### config.mk
export PLATFORM = sky130hd
export DESIGN_NAME = uart_rx
export DESIGN_NICKNAME = d
export VERILOG_FILES = /design/src/rtl/uart_pkg.sv /design/src/rtl/sync_2ff.sv /design/src/rtl/uart_rx.sv
export SDC_FILE = /design/constraint.sdc
export NUM_CORES = 1
export LEC_CHECK = 0
export CAP_MARGIN = 20
export CORE_ASPECT_RATIO = 1.4
export CORE_MARGIN = 5
export CORE_UTILIZATION = 55
export CTS_CLUSTER_SIZE = 12
export DETAILED_ROUTE_END_ITERATION = 6
export PLACE_DENSITY = 0.89
export SYNTH_ARGS = -nofsm -noshare
export SYNTH_HDL_FRONTEND = slang
export SYNTH_HIERARCHICAL = 1
export SYNTH_SLANG_ARGS = --single-unit
### constraint.sdc
create_clock -name clk -period 2.5 [get_ports clk]
set_input_delay 0.75 -clock clk [delete_from_list [all_inputs] [get_ports clk]]
set_output_delay 0.75 -clock clk [all_outputs]
set_load 0.05 [all_outputs]
### src/rtl/uart_pkg.sv
// uart_pkg: shared types and helpers for the UART blocks.
//   uart_rx_state_t : receiver FSM states
//   UART_DATA_BITS  : payload bits per frame (8N1)
//   clks_per_bit()  : integer-truncated clocks per bit for a clock/baud pair
package uart_pkg;

    localparam int UART_DATA_BITS = 8;

    typedef enum logic [1:0] {IDLE, START, DATA, STOP} uart_rx_state_t;

    function automatic int clks_per_bit(input int freq, input int baud);
        return freq / baud;
    endfunction

endpackage

### src/rtl/sync_2ff.sv
// sync_2ff: generic two-flop synchroniser for asynchronous inputs.
// Ports:
//   clk   - destination clock
//   reset - synchronous active-high reset, loads RST_VAL into both stages
//   d     - asynchronous input
//   q     - synchronised output (two clk cycles of latency)
module sync_2ff #(
    parameter int   WIDTH   = 1,
    parameter logic RST_VAL = 1'b1
) (
    input  logic             clk,
    input  logic             reset,
    input  logic [WIDTH-1:0] d,
    output logic [WIDTH-1:0] q
);

    logic [WIDTH-1:0] meta;

    always_ff @(posedge clk) begin
        if (reset) begin
            meta <= {WIDTH{RST_VAL}};
            q    <= {WIDTH{RST_VAL}};
        end else begin
            meta <= d;
            q    <= meta;
        end
    end

endmodule

### src/rtl/uart_rx.sv
// uart_rx: 8N1 serial receiver for the cpu's io_rx pin.
// Each correctly framed byte is presented on rx_data with a one-cycle
// rx_valid strobe; a low stop bit gives a one-cycle rx_frame_err strobe.
// Ports:
//   clk          - core clock, rising edge
//   reset        - synchronous active-high reset
//   io_rx        - asynchronous serial line, idles high
//   rx_data      - last correctly framed byte
//   rx_valid     - strobe: rx_data has just been updated
//   rx_frame_err - strobe: stop bit sampled low
//   rx_busy      - high while a frame is in progress
// Build option: define UART_RX_MAJORITY_EN to decide every sample point by a
// 2-of-3 vote over the last three rx_s values instead of a single sample.
// CLKS_PER_BIT must be at least 8.
module uart_rx
    import uart_pkg::*;
#(
    parameter int CLK_FREQ_HZ  = 40_000_000,
    parameter int BAUD         = 115200,
    parameter int CLKS_PER_BIT = clks_per_bit(CLK_FREQ_HZ, BAUD)
) (
    input  logic                      clk,
    input  logic                      reset,
    input  logic                      io_rx,
    output logic [UART_DATA_BITS-1:0] rx_data,
    output logic                      rx_valid,
    output logic                      rx_frame_err,
    output logic                      rx_busy
);

    localparam int HALF = (CLKS_PER_BIT - 1) / 2;
    localparam int CW   = $clog2(CLKS_PER_BIT);
    localparam int IW   = $clog2(UART_DATA_BITS);

    localparam logic [CW-1:0] BIT_LAST   = CW'(CLKS_PER_BIT - 1);
    localparam logic [CW-1:0] START_LAST = CW'(HALF - 1);
    localparam logic [IW-1:0] IDX_LAST   = IW'(UART_DATA_BITS - 1);

    logic                      rx_s;
    logic                      smp;
    uart_rx_state_t            state;
    logic [CW-1:0]             cnt;
    logic [IW-1:0]             bit_idx;
    logic [UART_DATA_BITS-1:0] shreg;
    logic                      armed;

    sync_2ff #(.WIDTH(1), .RST_VAL(1'b1)) u_sync (
        .clk   (clk),
        .reset (reset),
        .d     (io_rx),
        .q     (rx_s)
    );

`ifdef UART_RX_MAJORITY_EN
    // hist holds rx_s from the two previous cycles, so at cnt==target the
    // vote covers cnt = target-2, target-1 and target.
    logic [1:0] hist;

    always_ff @(posedge clk) begin
        if (reset) hist <= 2'b11;
        else       hist <= {hist[0], rx_s};
    end

    assign smp = (hist[1] & hist[0]) | (hist[1] & rx_s) | (hist[0] & rx_s);
`else
    assign smp = rx_s;
`endif

    always_ff @(posedge clk) begin
        if (reset) begin
            state        <= IDLE;
            cnt          <= '0;
            bit_idx      <= '0;
            shreg        <= '0;
            armed        <= 1'b0;
            rx_data      <= '0;
            rx_valid     <= 1'b0;
            rx_frame_err <= 1'b0;
            rx_busy      <= 1'b0;
        end else begin
            rx_valid     <= 1'b0;
            rx_frame_err <= 1'b0;
            case (state)
                IDLE: begin
                    cnt <= '0;
                    // armed requires a high line first, so a break or stuck-low
                    // line after a frame error cannot start a new frame.
                    if (!rx_s && armed) begin
                        state   <= START;
                        armed   <= 1'b0;
                        rx_busy <= 1'b1;
                    end else if (rx_s) begin
                        armed <= 1'b1;
                    end
                end
                START: begin
                    if (cnt == START_LAST) begin
                        cnt <= '0;
                        if (!smp) begin
                            state   <= DATA;
                            bit_idx <= '0;
                        end else begin
                            // line went back high: glitch, not a start bit
                            state   <= IDLE;
                            rx_busy <= 1'b0;
                        end
                    end else begin
                        cnt <= cnt + CW'(1);
                    end
                end
                DATA: begin
                    if (cnt == BIT_LAST) begin
                        cnt     <= '0;
                        shreg   <= {smp, shreg[UART_DATA_BITS-1:1]};
                        bit_idx <= bit_idx + IW'(1);
                        if (bit_idx == IDX_LAST) state <= STOP;
                    end else begin
                        cnt <= cnt + CW'(1);
                    end
                end
                STOP: begin
                    if (cnt == BIT_LAST) begin
                        cnt     <= '0;
                        state   <= IDLE;
                        armed   <= 1'b0;
                        rx_busy <= 1'b0;
                        if (smp) begin
                            rx_data  <= shreg;
                            rx_valid <= 1'b1;
                        end else begin
                            rx_frame_err <= 1'b1;
                        end
                    end else begin
                        cnt <= cnt + CW'(1);
                    end
                end
                default: begin
                    state   <= IDLE;
                    rx_busy <= 1'b0;
                end
            endcase
        end
    end

endmodule

==> reports/metrics.cfg <==
[routing]
wl_per_cell_um = 13.1
ant_nets = 0
vias_per_cell = 5.30
wirelength_um = 2700
drc_errors = 0
firstDrtPassIters = 4
drt_iter0_markers = 13
vias = 1086

[setup_path]
crit_path_max_incr_delay_ns = 0.81
end_kind = output pin
cp.required_ns = 1.75
cp_top_family = buffers and inverters
rr_startpoint = cnt[0]
cp_num_cells = 1
r2r_cells = 7
arrival_ns = 1.52
r2r_slack_ns = 0.59
crit_end = rx_data[3]
cp-start-kind = flip-flop
cp_cell_sequence = clkdlybuf4s50_1
path_buf_inv = 1
worstReg2RegEnd = shreg[1]
worstSetupPathType = flip-flop to output pin
path_max_fanout = 2
cpMaxStageDelayCell = clkdlybuf4s50_1
critPathLaunch = rx_data[3]

[floorplan]
die_h_um = 72.3
die_width_um = 54.5
die_area_mm2 = 0.00394
io-pin-count = 14
fp-row-count = 22
core_region_area_mm2 = 0.00264
start_util_pct = 57.6

[placed_design]
hpwl_um = 2020
place_area_mm2 = 0.00168
routabilityCongestion = 0.835
dp.cells = 197
io_buffers = 13

[power]
switching_share_pct = 21.9
pwr-share-comb_pct = 2.1
p_sw_uw = 201
p_leak_uw = 0.000605
intPower_uw = 719
p_per_area_mw_per_mm2 = 528
p_clk_share_pct = 34.8
seqPwrFrac_pct = 63.1
ir_worst_vdd_mv = 0.371

[final_layout]
antennaDiodeCount = 0
final_cell_area_mm2 = 0.00174
nets = 176
final_cells = 205
final_common_cell = dfxtp_1
drive_gt1_share_pct = 8.88
layout_common_cells = 36 x dfxtp_1, 30 x nor2_1, 17 x mux2i_1, 13 x clkdlybuf4s50_1, 7 x nand2_1
area_delta_synth_final_pct = 14.5

[yosys]
syn-cell-area_mm2 = 0.00152
synth-seq-area-share_pct = 47.3
synthDistinctLibCells = 34
ys_warn_count = 6
avgSynthCellArea_um2 = 10.0
syn_inst = 152
synth_seq_cells = 36
syn_nets = 160

[sta]
hold_viol_final = 0
rsz0062_at_grt = no
period_needed_ns = 2.27
drv_slew = 0
max_freq_mhz = 440
finClkSkew_ns = 0.0103
finalSetupViolCount = 0
worst_pin_slew_ns = 0.528
fin_crit_sh_pct = 90.8
maxSlewHeadroom_pct = 64.7
setup_tns_ns = 0

[global_routing]
grt_pass1_wl_um = 4480
overflow = 0
grt_antenna_before_repair = 0
grt_use_total_pct = 16.2
grt_pass1_vias = 1053
grt_start_max_net_pins = 29

[status]
status = finished, final reports clean

[clock_network]
cts_made_buffers = 5
h-tree-depth = 2
cts_setup_buffers = 0
cts_root_buf = clkbuf_4
path_clk_slew_ns = 0.10
cts_buffer_depth = 2
cts_resized = 0
cts_tree = done
ctsHoldBuffers = 0
clk_latency_ns = 0.35
clock-sinks = 36

[worst_hold_path]
hold_path_class = flip-flop to flip-flop

[run]
drv_cap = 0

-- per-stage QoR --
step / util (%) / power [µW] / worst slack [ns] / hold slack, ns
after detailed placement: 63.6 / 613 / 0.588 / 0.401
after global routing: 66.0 / 967 / 0.166 / 0.453
after CTS: 66.0 / 929 / 0.210 / 0.432
final: 66.0 / 920 / 0.229 / 0.420
after global placement: 63.6 / 613 / 0.640 / 0.398
after floorplan: - / 606 / 0.899 / 0.385
-- sequential cells by signal, summed over array words and instances, names as in the netlist, named ones only --
signal / count
rx_frame_err: 1
shreg: 8
rx_valid: 1
cnt: 9
u_sync/meta: 1
state: 1
rx_busy: 1
bit_idx: 3
armed: 1
rx_data: 8
u_sync/q: 1
-- cells in the mapped netlist, drive strengths merged --
cell type / number / area share [%]
a211oi: 2 / 0.99
ha: 5 / 4.1
o21a: 1 / 0.49
nand2b: 1 / 0.41
buf: 3 / 1.3
and4b: 1 / 0.66
nor3: 5 / 2.4
o41ai: 1 / 0.58
nand4bb: 1 / 1.8
nand2: 7 / 1.7
nand3b: 3 / 1.5
nand4: 1 / 0.41
nor4b: 1 / 1.6
clkbuf: 3 / 0.74
o21ai: 3 / 0.99
mux2i: 17 / 11
nand4b: 1 / 1.6
inv: 4 / 0.99
a21oi: 6 / 2.0
xor2: 2 / 1.2
nor3b: 1 / 0.49
dfxtp: 36 / 47
nor2: 30 / 7.4
or2: 3 / 1.2
nand3: 5 / 1.6
a2111oi: 1 / 0.58
and4bb: 1 / 0.82
nor4: 1 / 0.41
o21bai: 1 / 0.74
xnor2: 5 / 2.9
-- how the worst min path moves through the flow --
stage | depth (start not counted) | from | endpoint
final | 1 | u_sync/meta | u_sync/q
after floorplan | 1 | u_sync/meta | u_sync/q
after CTS | 1 | u_sync/meta | u_sync/q
after global routing | 1 | u_sync/meta | u_sync/q
after global placement | 1 | u_sync/meta | u_sync/q
after detailed placement | 1 | u_sync/meta | u_sync/q
-- cell families (layout without fill, tap and decap cells) --
family / after synthesis / after routing / share of synthesized area [%]
xor+xnor: 7 / 7 / 4.03
mux: 17 / 17 / 11.2
compound gates: 15 / 15 / 6.33
flops: 36 / 36 / 47.3
fa+ha+maj: 5 / 5 / 4.11
simple gates: 62 / 62 / 24.0
buf+inv: 10 / 27 / 3.04
-- final cells by class --
class	count	area (µm²)
Timing Repair Buffer	15	145
Clock inverter	2	10.0
Multi-Input combinational cell	106	756
Tap cell	36	45.0
Inverter	4	15.0
Fill cell	220	900
Sequential cell	36	721
Clock buffer	6	51.3
-- metal layers --
metal / track usage [%] / wire length (µm)
met1: 16.0 / 1070
met2: 26.5 / 1380
met3: 6.16 / 123
met4: 11.6 / 118
met5: 0 / 0
-- power groups by stage --
stage	clock, µW	sequential [µW]	combinational [µW]
after floorplan	0	594	11.9
after global placement	0	593	19.3
after detailed placement	0	594	19.7
after CTS	329	580	19.8
after global routing	364	581	21.8
final	320	580	19.8
Note: power is estimated with default switching activity, not from simulation.
